$ cat src/rtl/bcd_divider_pkg.sv
// Shared types and constants for the sequential BCD divider.
// Contents: FSM state enum, BCD digit and binary dividend widths, iteration count.
package bcd_pkg;

  typedef enum logic [2:0] {
    S_IDLE,
    S_LOAD,
    S_DIV,
    S_CONV,
    S_DONE
  } state_e;

  localparam int BCD_DIGIT_W    = 4;
  localparam int BCD_DIGIT_MAX  = 9;
  localparam int BIN_DIVIDEND_W = 7;
  localparam int DIV_ITERS      = 7;

endpackage

$ cat src/rtl/bcd_divider_bin7_to_bcd.sv
// Combinational 7-bit binary (0-99) to two BCD digits.
// Ports: bin_i 7-bit binary in; bcd_o [7:4] tens, [3:0] units.
module bin7_to_bcd
  import bcd_pkg::*;
(
  input  logic [BIN_DIVIDEND_W-1:0] bin_i,
  output logic [2*BCD_DIGIT_W-1:0]  bcd_o
);

  logic [BCD_DIGIT_W-1:0] tens;
  logic [BCD_DIGIT_W-1:0] units;

  // Tens digit is the largest i with 10*i <= bin_i.
  always_comb begin
    tens = '0;
    for (int i = 1; i <= 9; i++) begin
      if (bin_i >= 7'(i * 10)) tens = 4'(i);
    end
    units = 4'(bin_i - 7'(10 * int'(tens)));
    bcd_o = {tens, units};
  end

endmodule

$ cat src/rtl/bcd_divider.sv
// BCD divider: 2-digit BCD dividend / 1-digit BCD divisor, start/busy/done.
// Ports: clk, rst_n (async low), start, BCDDividend[7:0], BCDDivisor[3:0] in;
// busy, done, BCDQuot[7:0], BCDRem[3:0], validation[2:0], divByZero out.
// Optional: BCD_DIVIDER_EARLY_EXIT_EN finishes from LOAD when dividend < divisor.
module bcd_divider
  import bcd_pkg::*;
#(
  parameter int ITER_PER_CYCLE = 1
) (
  input  logic                     clk,
  input  logic                     rst_n,
  input  logic                     start,
  input  logic [2*BCD_DIGIT_W-1:0] BCDDividend,
  input  logic [BCD_DIGIT_W-1:0]   BCDDivisor,
  output logic                     busy,
  output logic                     done,
  output logic [2*BCD_DIGIT_W-1:0] BCDQuot,
  output logic [BCD_DIGIT_W-1:0]   BCDRem,
  output logic [2:0]               validation,
  output logic                     divByZero
);

  localparam int DIV_CYC = DIV_ITERS / ITER_PER_CYCLE;

  state_e state_q, state_d;
  logic [7:0]                opa_q, opa_d;
  logic [3:0]                opb_q, opb_d;
  logic [BIN_DIVIDEND_W-1:0] work_q, work_d;
  logic [3:0]                rem_q, rem_d;
  logic [2:0]                cnt_q, cnt_d;
  logic [7:0]                quot_q, quot_d;
  logic [3:0]                remo_q, remo_d;
  logic [2:0]                vld_q, vld_d;
  logic                      dbz_q, dbz_d;

  logic [2:0]                vld;
  logic [BIN_DIVIDEND_W-1:0] bin_dvd;
  logic [4:0]                trial;
  logic [7:0]                conv_bcd;

  bin7_to_bcd u_conv (
    .bin_i (work_q),
    .bcd_o (conv_bcd)
  );

  always_ff @(posedge clk or negedge rst_n) begin
    if (!rst_n) begin
      state_q <= S_IDLE;
      opa_q   <= '0;
      opb_q   <= '0;
      work_q  <= '0;
      rem_q   <= '0;
      cnt_q   <= '0;
      quot_q  <= '0;
      remo_q  <= '0;
      vld_q   <= '0;
      dbz_q   <= 1'b0;
    end else begin
      state_q <= state_d;
      opa_q   <= opa_d;
      opb_q   <= opb_d;
      work_q  <= work_d;
      rem_q   <= rem_d;
      cnt_q   <= cnt_d;
      quot_q  <= quot_d;
      remo_q  <= remo_d;
      vld_q   <= vld_d;
      dbz_q   <= dbz_d;
    end
  end

  always_comb begin
    state_d = state_q;
    opa_d   = opa_q;
    opb_d   = opb_q;
    work_d  = work_q;
    rem_d   = rem_q;
    cnt_d   = cnt_q;
    quot_d  = quot_q;
    remo_d  = remo_q;
    vld_d   = vld_q;
    dbz_d   = dbz_q;
    trial   = '0;

    vld = {opb_q > 4'(BCD_DIGIT_MAX),
           opa_q[3:0] > 4'(BCD_DIGIT_MAX),
           opa_q[7:4] > 4'(BCD_DIGIT_MAX)};
    // tens*10 = tens*8 + tens*2
    bin_dvd = {opa_q[7:4], 3'b000}
            + {2'b00, opa_q[7:4], 1'b0}
            + {3'b000, opa_q[3:0]};

    unique case (state_q)
      S_IDLE: begin
        if (start) begin
          opa_d   = BCDDividend;
          opb_d   = BCDDivisor;
          state_d = S_LOAD;
        end
      end
      S_LOAD: begin
        work_d = bin_dvd;
        rem_d  = '0;
        cnt_d  = 3'(DIV_CYC - 1);
        if (|vld || opb_q == '0) begin
          quot_d  = '0;
          remo_d  = '0;
          vld_d   = vld;
          dbz_d   = ~|vld;
          state_d = S_DONE;
        end
`ifdef BCD_DIVIDER_EARLY_EXIT_EN
        else if (bin_dvd < 7'(opb_q)) begin
          quot_d  = '0;
          remo_d  = opa_q[3:0];
          vld_d   = '0;
          dbz_d   = 1'b0;
          state_d = S_DONE;
        end
`endif
        else begin
          state_d = S_DIV;
        end
      end
      S_DIV: begin
        // Dividend bits shift out at the top while quotient bits
        // shift in at the bottom; after 7 steps work holds the quotient.
        for (int i = 0; i < ITER_PER_CYCLE; i++) begin
          trial  = {rem_d, work_d[6]};
          if (trial >= {1'b0, opb_q}) begin
            rem_d  = 4'(trial - {1'b0, opb_q});
            work_d = {work_d[5:0], 1'b1};
          end else begin
            rem_d  = trial[3:0];
            work_d = {work_d[5:0], 1'b0};
          end
        end
        if (cnt_q == '0) state_d = S_CONV;
        else cnt_d = cnt_q - 3'd1;
      end
      S_CONV: begin
        quot_d  = conv_bcd;
        remo_d  = rem_q;
        vld_d   = '0;
        dbz_d   = 1'b0;
        state_d = S_DONE;
      end
      S_DONE: begin
        state_d = S_IDLE;
      end
      default: begin
        state_d = S_IDLE;
      end
    endcase
  end

  assign busy       = (state_q != S_IDLE);
  assign done       = (state_q == S_DONE);
  assign BCDQuot    = quot_q;
  assign BCDRem     = remo_q;
  assign validation = vld_q;
  assign divByZero  = dbz_q;

endmodule

$ cat config.mk
export PLATFORM = sky130hd
export DESIGN_NAME = bcd_divider
export DESIGN_NICKNAME = d
export VERILOG_FILES = /design/src/rtl/bcd_divider_pkg.sv /design/src/rtl/bcd_divider_bin7_to_bcd.sv /design/src/rtl/bcd_divider.sv
export SDC_FILE = /design/constraint.sdc
export NUM_CORES = 1
export LEC_CHECK = 0
export BUFFER_PORTS_ARGS = -buffer_cell sky130_fd_sc_hd__buf_4
export CAP_MARGIN = 20
export CORE_MARGIN = 2
export CORE_UTILIZATION = 30
export CTS_BUF_LIST = sky130_fd_sc_hd__clkbuf_8
export CTS_CLUSTER_SIZE = 28
export DETAILED_ROUTE_END_ITERATION = 16
export SLEW_MARGIN = 20
export SYNTH_ARGS = -nofsm -noshare
export SYNTH_HDL_FRONTEND = slang
export SYNTH_SLANG_ARGS = --single-unit
$ cat constraint.sdc
create_clock -name clk -period 3.31 [get_ports clk]
set_input_delay 0 -clock clk [delete_from_list [all_inputs] [get_ports clk]]
set_output_delay 0 -clock clk [all_outputs]
set_load 0.1 [all_outputs]
Yosys cells after proc, flatten, opt, wreduce, memory -nomap -nowiden
Index checks and enable logic that the tools add are counted.

cells by class
  reduce and logical (&&, ||, !) cells = 13
  multipliers = 1
  eq/ne operators = 8
  muxes and demuxes = 27
  $lt $le $gt $ge = 13
  add/subtract/negate cells = 5

operator list
  operator                                                           number
  two-way mux 3 bit                                                  9
  greater-or-equal comparator 7 x 6 -> 1 bit, second input constant  3
  greater-or-equal comparator 7 bit, second input constant           3
  two-way mux 4 bit                                                  4
  one-hot mux 4 bit (2 select lines)                                 2
  one-hot mux 8 bit (2 select lines)                                 1
  greater-or-equal comparator 7 x 5 -> 1 bit, second input constant  2
  one-hot mux 7 bit (2 select lines)                                 1
  greater-than comparator 4 bit, second input constant               3
  one-hot mux 3 bit (2 select lines)                                 2
  one-hot mux 3 bit (4 select lines)                                 1
  two-way mux 8 bit                                                  1
  != test 2 bit, second input constant                               4
  AND reduction 2 bit                                                4
  subtractor 4 bit                                                   2
  adder 7 x 4 -> 7 bit                                               1
  adder 7 x 5 -> 7 bit                                               1
  greater-or-equal comparator 7 x 4 -> 1 bit, second input constant  1
  equality test 3 x 2 -> 1 bit, second input constant                2
  zero test 3 bit                                                    2
  greater-or-equal comparator 5 x 4 -> 1 bit                         1
  zero test 4 bit                                                    1
  multiplier 3 x 4 -> 3 bit, first input constant                    1
  two-way mux 2 bit                                                  2
  10 further kinds                                                   13

storage, ports and cells
  output and inout port bits = 18
  input bits = 15
  word-level logic and storage cells = 77
  register bits after elaboration = 45

Longest topological paths before layout
  depth in word-level cells = 13
  mapped depth = 12
  mapped depth without buffers = 11

Modules after synthesis
Synthesis repeated with hierarchy kept, for this count alone.

unflattened totals
  cells, all modules = 243
  area total of the unflattened synthesis = 2,537.4 µm²

by module, submodules not included
  module       cells an instance  sequential area each (µm²)  area an instance (µm²)  times used
  bcd_divider  205                1,126.1                     2,306.0                 1
  bin7_to_bcd  38                 0.0                         231.5                   1

Worst setup path before layout
Ideal clock, no wire load.

  path type = register to output
  start point = register state_q[1]
  end point = output done
  data required time = 3,310 ps
  stages on the path, launching flop included = 3
  buffers on the path = 1
  setup slack = 495 ps
  arrival = 2,815 ps
  path through = dfrtp_1 > clkbuf_1 > nor3b_1

on the way
  longest elaborated chain between the ends = 1

ends and longest elaborated chain
  item                    RTL line            source
  from (decl)             bcd_divider.sv:25   state_e state_q, state_d;
  from (signal assigned)  bcd_divider.sv:59   state_q <= state_d;
  equality test 3 bit     bcd_divider.sv:158  assign done = (state_q == S_DONE);
  to (decl)               bcd_divider.sv:16   output logic done,

Every way passes these cells.

Worst setup path after layout
  start point = register work_q[2]
  end point = register quot_q[3], in the netlist BCDQuot[3]

on the way
  longest elaborated chain between the ends = 13
  elaborated cells between the ends (all ways) = 21
  those cells by class = add/sub: 1; mul: 1; order compare: 9; mux: 10

ends and longest elaborated chain
  item                                        RTL line                       source
  from (decl)                                 bcd_divider.sv:28              logic [BIN_DIVIDEND_W-1:0] work_q, work_d;
  from (signal assigned)                      bcd_divider.sv:62              work_q <= work_d;
  greater-or-equal comparator 7 x 4 -> 1 bit  bcd_divider_bin7_to_bcd.sv:17  if (bin_i >= 7'(i * 10)) tens = 4'(i);
  two-way mux 1 bit                           bcd_divider_bin7_to_bcd.sv:17
  two-way mux 2 bit (2 in a row)              bcd_divider_bin7_to_bcd.sv:17
  two-way mux 3 bit (4 in a row)              bcd_divider_bin7_to_bcd.sv:17
  two-way mux 4 bit (2 in a row)              bcd_divider_bin7_to_bcd.sv:17
  multiplier 3 x 4 -> 3 bit                   bcd_divider_bin7_to_bcd.sv:19  units = 4'(bin_i - 7'(10 * int'(tens)));
  subtractor 4 bit *                          bcd_divider_bin7_to_bcd.sv:19
  one-hot mux 8 bit (2 select lines) *        bcd_divider.sv:93              unique case (state_q)
  to (signal assigned)                        bcd_divider.sv:65              quot_q <= quot_d;
  to (decl)                                   bcd_divider.sv:31              logic [7:0] quot_q, quot_d;

Mark *: on every way between the ends. The rest lies on a longest branch, timed or not.
A chain may end at the register's enable or synchronous reset.

==> out/metrics.csv <==
metric;value;unit
final layout net count;307;
reg2reg end;BCDQuot[3]$_DFFE_PN0P_;
setup tns final;0;ns
synth warn;0;
GR Util All Layers;12.8;%
Post-synth ARST share;100;%
# clock sinks;45;
Clock Skews;0.00383;ns
DIE AREA;9050;um^2
filler instances;791;
hold violation total from the final report;0;
Critical Path RT;3.50;ns
type of the worst setup path;flip-flop to flip-flop;
initial antenna violation count;0;
WL final;5190;um
Top Layer Used;met4;
number of antenna diodes;0;
largest net degree at the start of global routing;46;
hold crit path type;input port to async pin;
Detailed Place HPWL;3760;um
sequential area share after synthesis;45.2;%
Mapped Area;2490;um^2
proportion of layout cells with a drive suffix above 1;20.4;%
DR iter-0 viols;112;
met3 WL post-DR;222;um
register area;1130;um^2
# IOs;33;
Via density;4.85;
relative slew slack;32.5;%
Crit Reg-Reg Startpoint;work_q[2]$_DFFE_PN0P_;
die width;95.1;um
Max Fclk;0.377;GHz
Worst setup EP type;flip-flop;
Critical Path AT;2.85;ns
post_cts resized;0;
measured slew at the worst slew-check pin;1.01;ns
status;finished clean;
clk root buf;clkbuf_8;
placeable core region;8130;um^2
RSZ-0062 raised after global routing;no;
Initial Util;30.6;%
path depth of the worst reg2reg path;11;
Post-Syn Area per Cell;10.8;um^2
Max Cap Viol;0;
CTS tree;yes;
clk slew on worst S/H paths;0.09;ns
Synth Instances;231;
vias;1842;
post-synthesis register bit count;45;
die height;95.1;um
total grt overflow;0;
ANT nets after route;0;
wl on met1;2590;um
Final Max Tran Viols;0;
vias in the first global route;1858;
Layout area overhead;22.1;%
met2 wire length;2320;um
worst-case clock buffer depth;2;
IO buf count;32;
first-pass GRT wire length;9100;um
CP startpoint kind;flip-flop;
syn_nets;264;
wire per inst;13.7;um
Yosys cell types;57;
std cell rows;33;
Post-synth EDFFs;0;
multi-input logic area;1240;um^2
period utilization;80.2;%
fin crit period;2.66;ns
reg2reg setup slack;0.65;ns
Num CTS Buffers;5;
Main synth FF type;dfrtp_1;
CP Max Fanout;11;
final count of negative-setup-slack endpoints;0;
drt pass-1 iters;4;
Placer Congestion;0.788;
Skew-Pair Late Insertion Delay;0.30;ns
H-tree levels;2;
Residual DRC;0;
[how the worst max path moves through the flow]
stage                            from                endpoint  slack, ns  cells past startpoint
5_1_grt         work_q[2]$_DFFE_PN0P_  BCDQuot[3]$_DFFE_PN0P_       0.49                     11
3_5_place_dp    work_q[2]$_DFFE_PN0P_  BCDQuot[3]$_DFFE_PN0P_       0.66                     11
3_3_place_gp    work_q[2]$_DFFE_PN0P_  BCDQuot[3]$_DFFE_PN0P_       0.78                     11
6_report        work_q[2]$_DFFE_PN0P_  BCDQuot[3]$_DFFE_PN0P_       0.65                     11
2_1_floorplan  state_q[1]$_DFFE_PN0P_                    done       0.50                      2
4_1_cts         work_q[2]$_DFFE_PN0P_  BCDQuot[3]$_DFFE_PN0P_       0.66                     11
[cell usage after synthesis, types with 5 or more instances]
master     n  share of area (%)
mux2_2     5                2.3
nand2_1   25                3.8
a21oi_1    5                1.0
dfrtp_1   45                 45
a22o_1     9                3.2
inv_1     12                1.8
ha_1      14                7.0
nand2b_1   5                1.3
nor2_1    11                1.7
o21ai_1    6                1.2
a22oi_1    5                1.5
o21ai_0   14                2.8
[cell families (layout without fill, tap and decap cells)]
kind of cell	count (synthesis)	in the layout	synth area share [%]
AO/OA/AOI/OAI	61	61	18.3
XOR/XNOR	6	6	2.11
adder cells (fa/ha/maj)	19	19	10.6
buffers and inverters	24	68	5.17
flip-flops	45	45	45.2
multiplexers	11	11	4.87
AND/OR/NAND/NOR	65	65	13.7
[metal layers]
| layer | track usage, % | vias up |
|---|---|---|
| met4 | 3.38 | 0 |
| met5 | 0 | - |
| met1 | 17.9 | 877 |
| met3 | 3.32 | 6 |
| li1 | - | 917 |
| met2 | 19.8 | 42 |
[stage by stage]
| stage | cell area, um^2 | util [%] | setup slack [ns] | instances | hold WS [ns] |
|---|---|---|---|---|---|
| after floorplan | 2490 | - | 0.495 | 231 | -0.296 |
| after global placement | 2790 | 34.3 | 0.782 | 358 | 0.0424 |
| after global routing | 3040 | 37.4 | 0.490 | 380 | 0.303 |
| after detailed placement | 2790 | 34.3 | 0.660 | 358 | 0.0477 |
| after CTS | 3040 | 37.4 | 0.663 | 380 | 0.251 |
| final | 3040 | 37.4 | 0.654 | 380 | 0.225 |
[layout by cell type (no fill, tap or decap), drive strengths merged, types with 5 or more instances in the layout]
| cell | netlist | layout |
|---|---|---|
| mux2 | 9 | 9 |
| a22o | 9 | 9 |
| o21ai | 21 | 21 |
| nand2 | 25 | 25 |
| dfrtp | 45 | 45 |
| buf | 8 | 33 |
| a21oi | 5 | 5 |
| inv | 13 | 14 |
| ha | 14 | 14 |
| nand2b | 5 | 5 |
| dlygate4sd3 | 0 | 14 |
| nor2 | 14 | 14 |
| a22oi | 5 | 5 |
| clkbuf | 3 | 5 |
[final cells by class]
type,count,share of cell area (%)
clock buffer,5,2.26
clock inverter,3,1.44
inverter,13,1.60
multi-input combinational,162,40.6
sequential,45,37.0
tap,105,4.32
timing repair buffer,47,12.7
[critical path, stage by stage, from the launching register on]
cell	delay (ns)
dfrtp_1	0.55
and4bb_1	0.24
a211oi_2	0.21
a311oi_2	0.09
nor2_2	0.17
ha_1	0.17
inv_1	0.05
fa_1	0.37
xor2_1	0.16
xnor2_1	0.21
nor2_1	0.06
a221o_1	0.28
[state kept, by name, summed over array words and instances (netlist names)]
name and flops:
opb_q 4, BCDRem 4, state_q 3, cnt_q 3
rem_q 4, BCDQuot 8, opa_q 8, validation 3
work_q 7, divByZero 1
[what timing repair did]
action / CTS / global route
setup endpoints to repair: 0 / 0
hold endpoints to repair: 58 / 0
hold buffers: 14 / 0
buffers inserted: 0 / 0
Power is not shown: default switching activity piles up to over one toggle a cycle in this logic, so the estimate is an artifact.
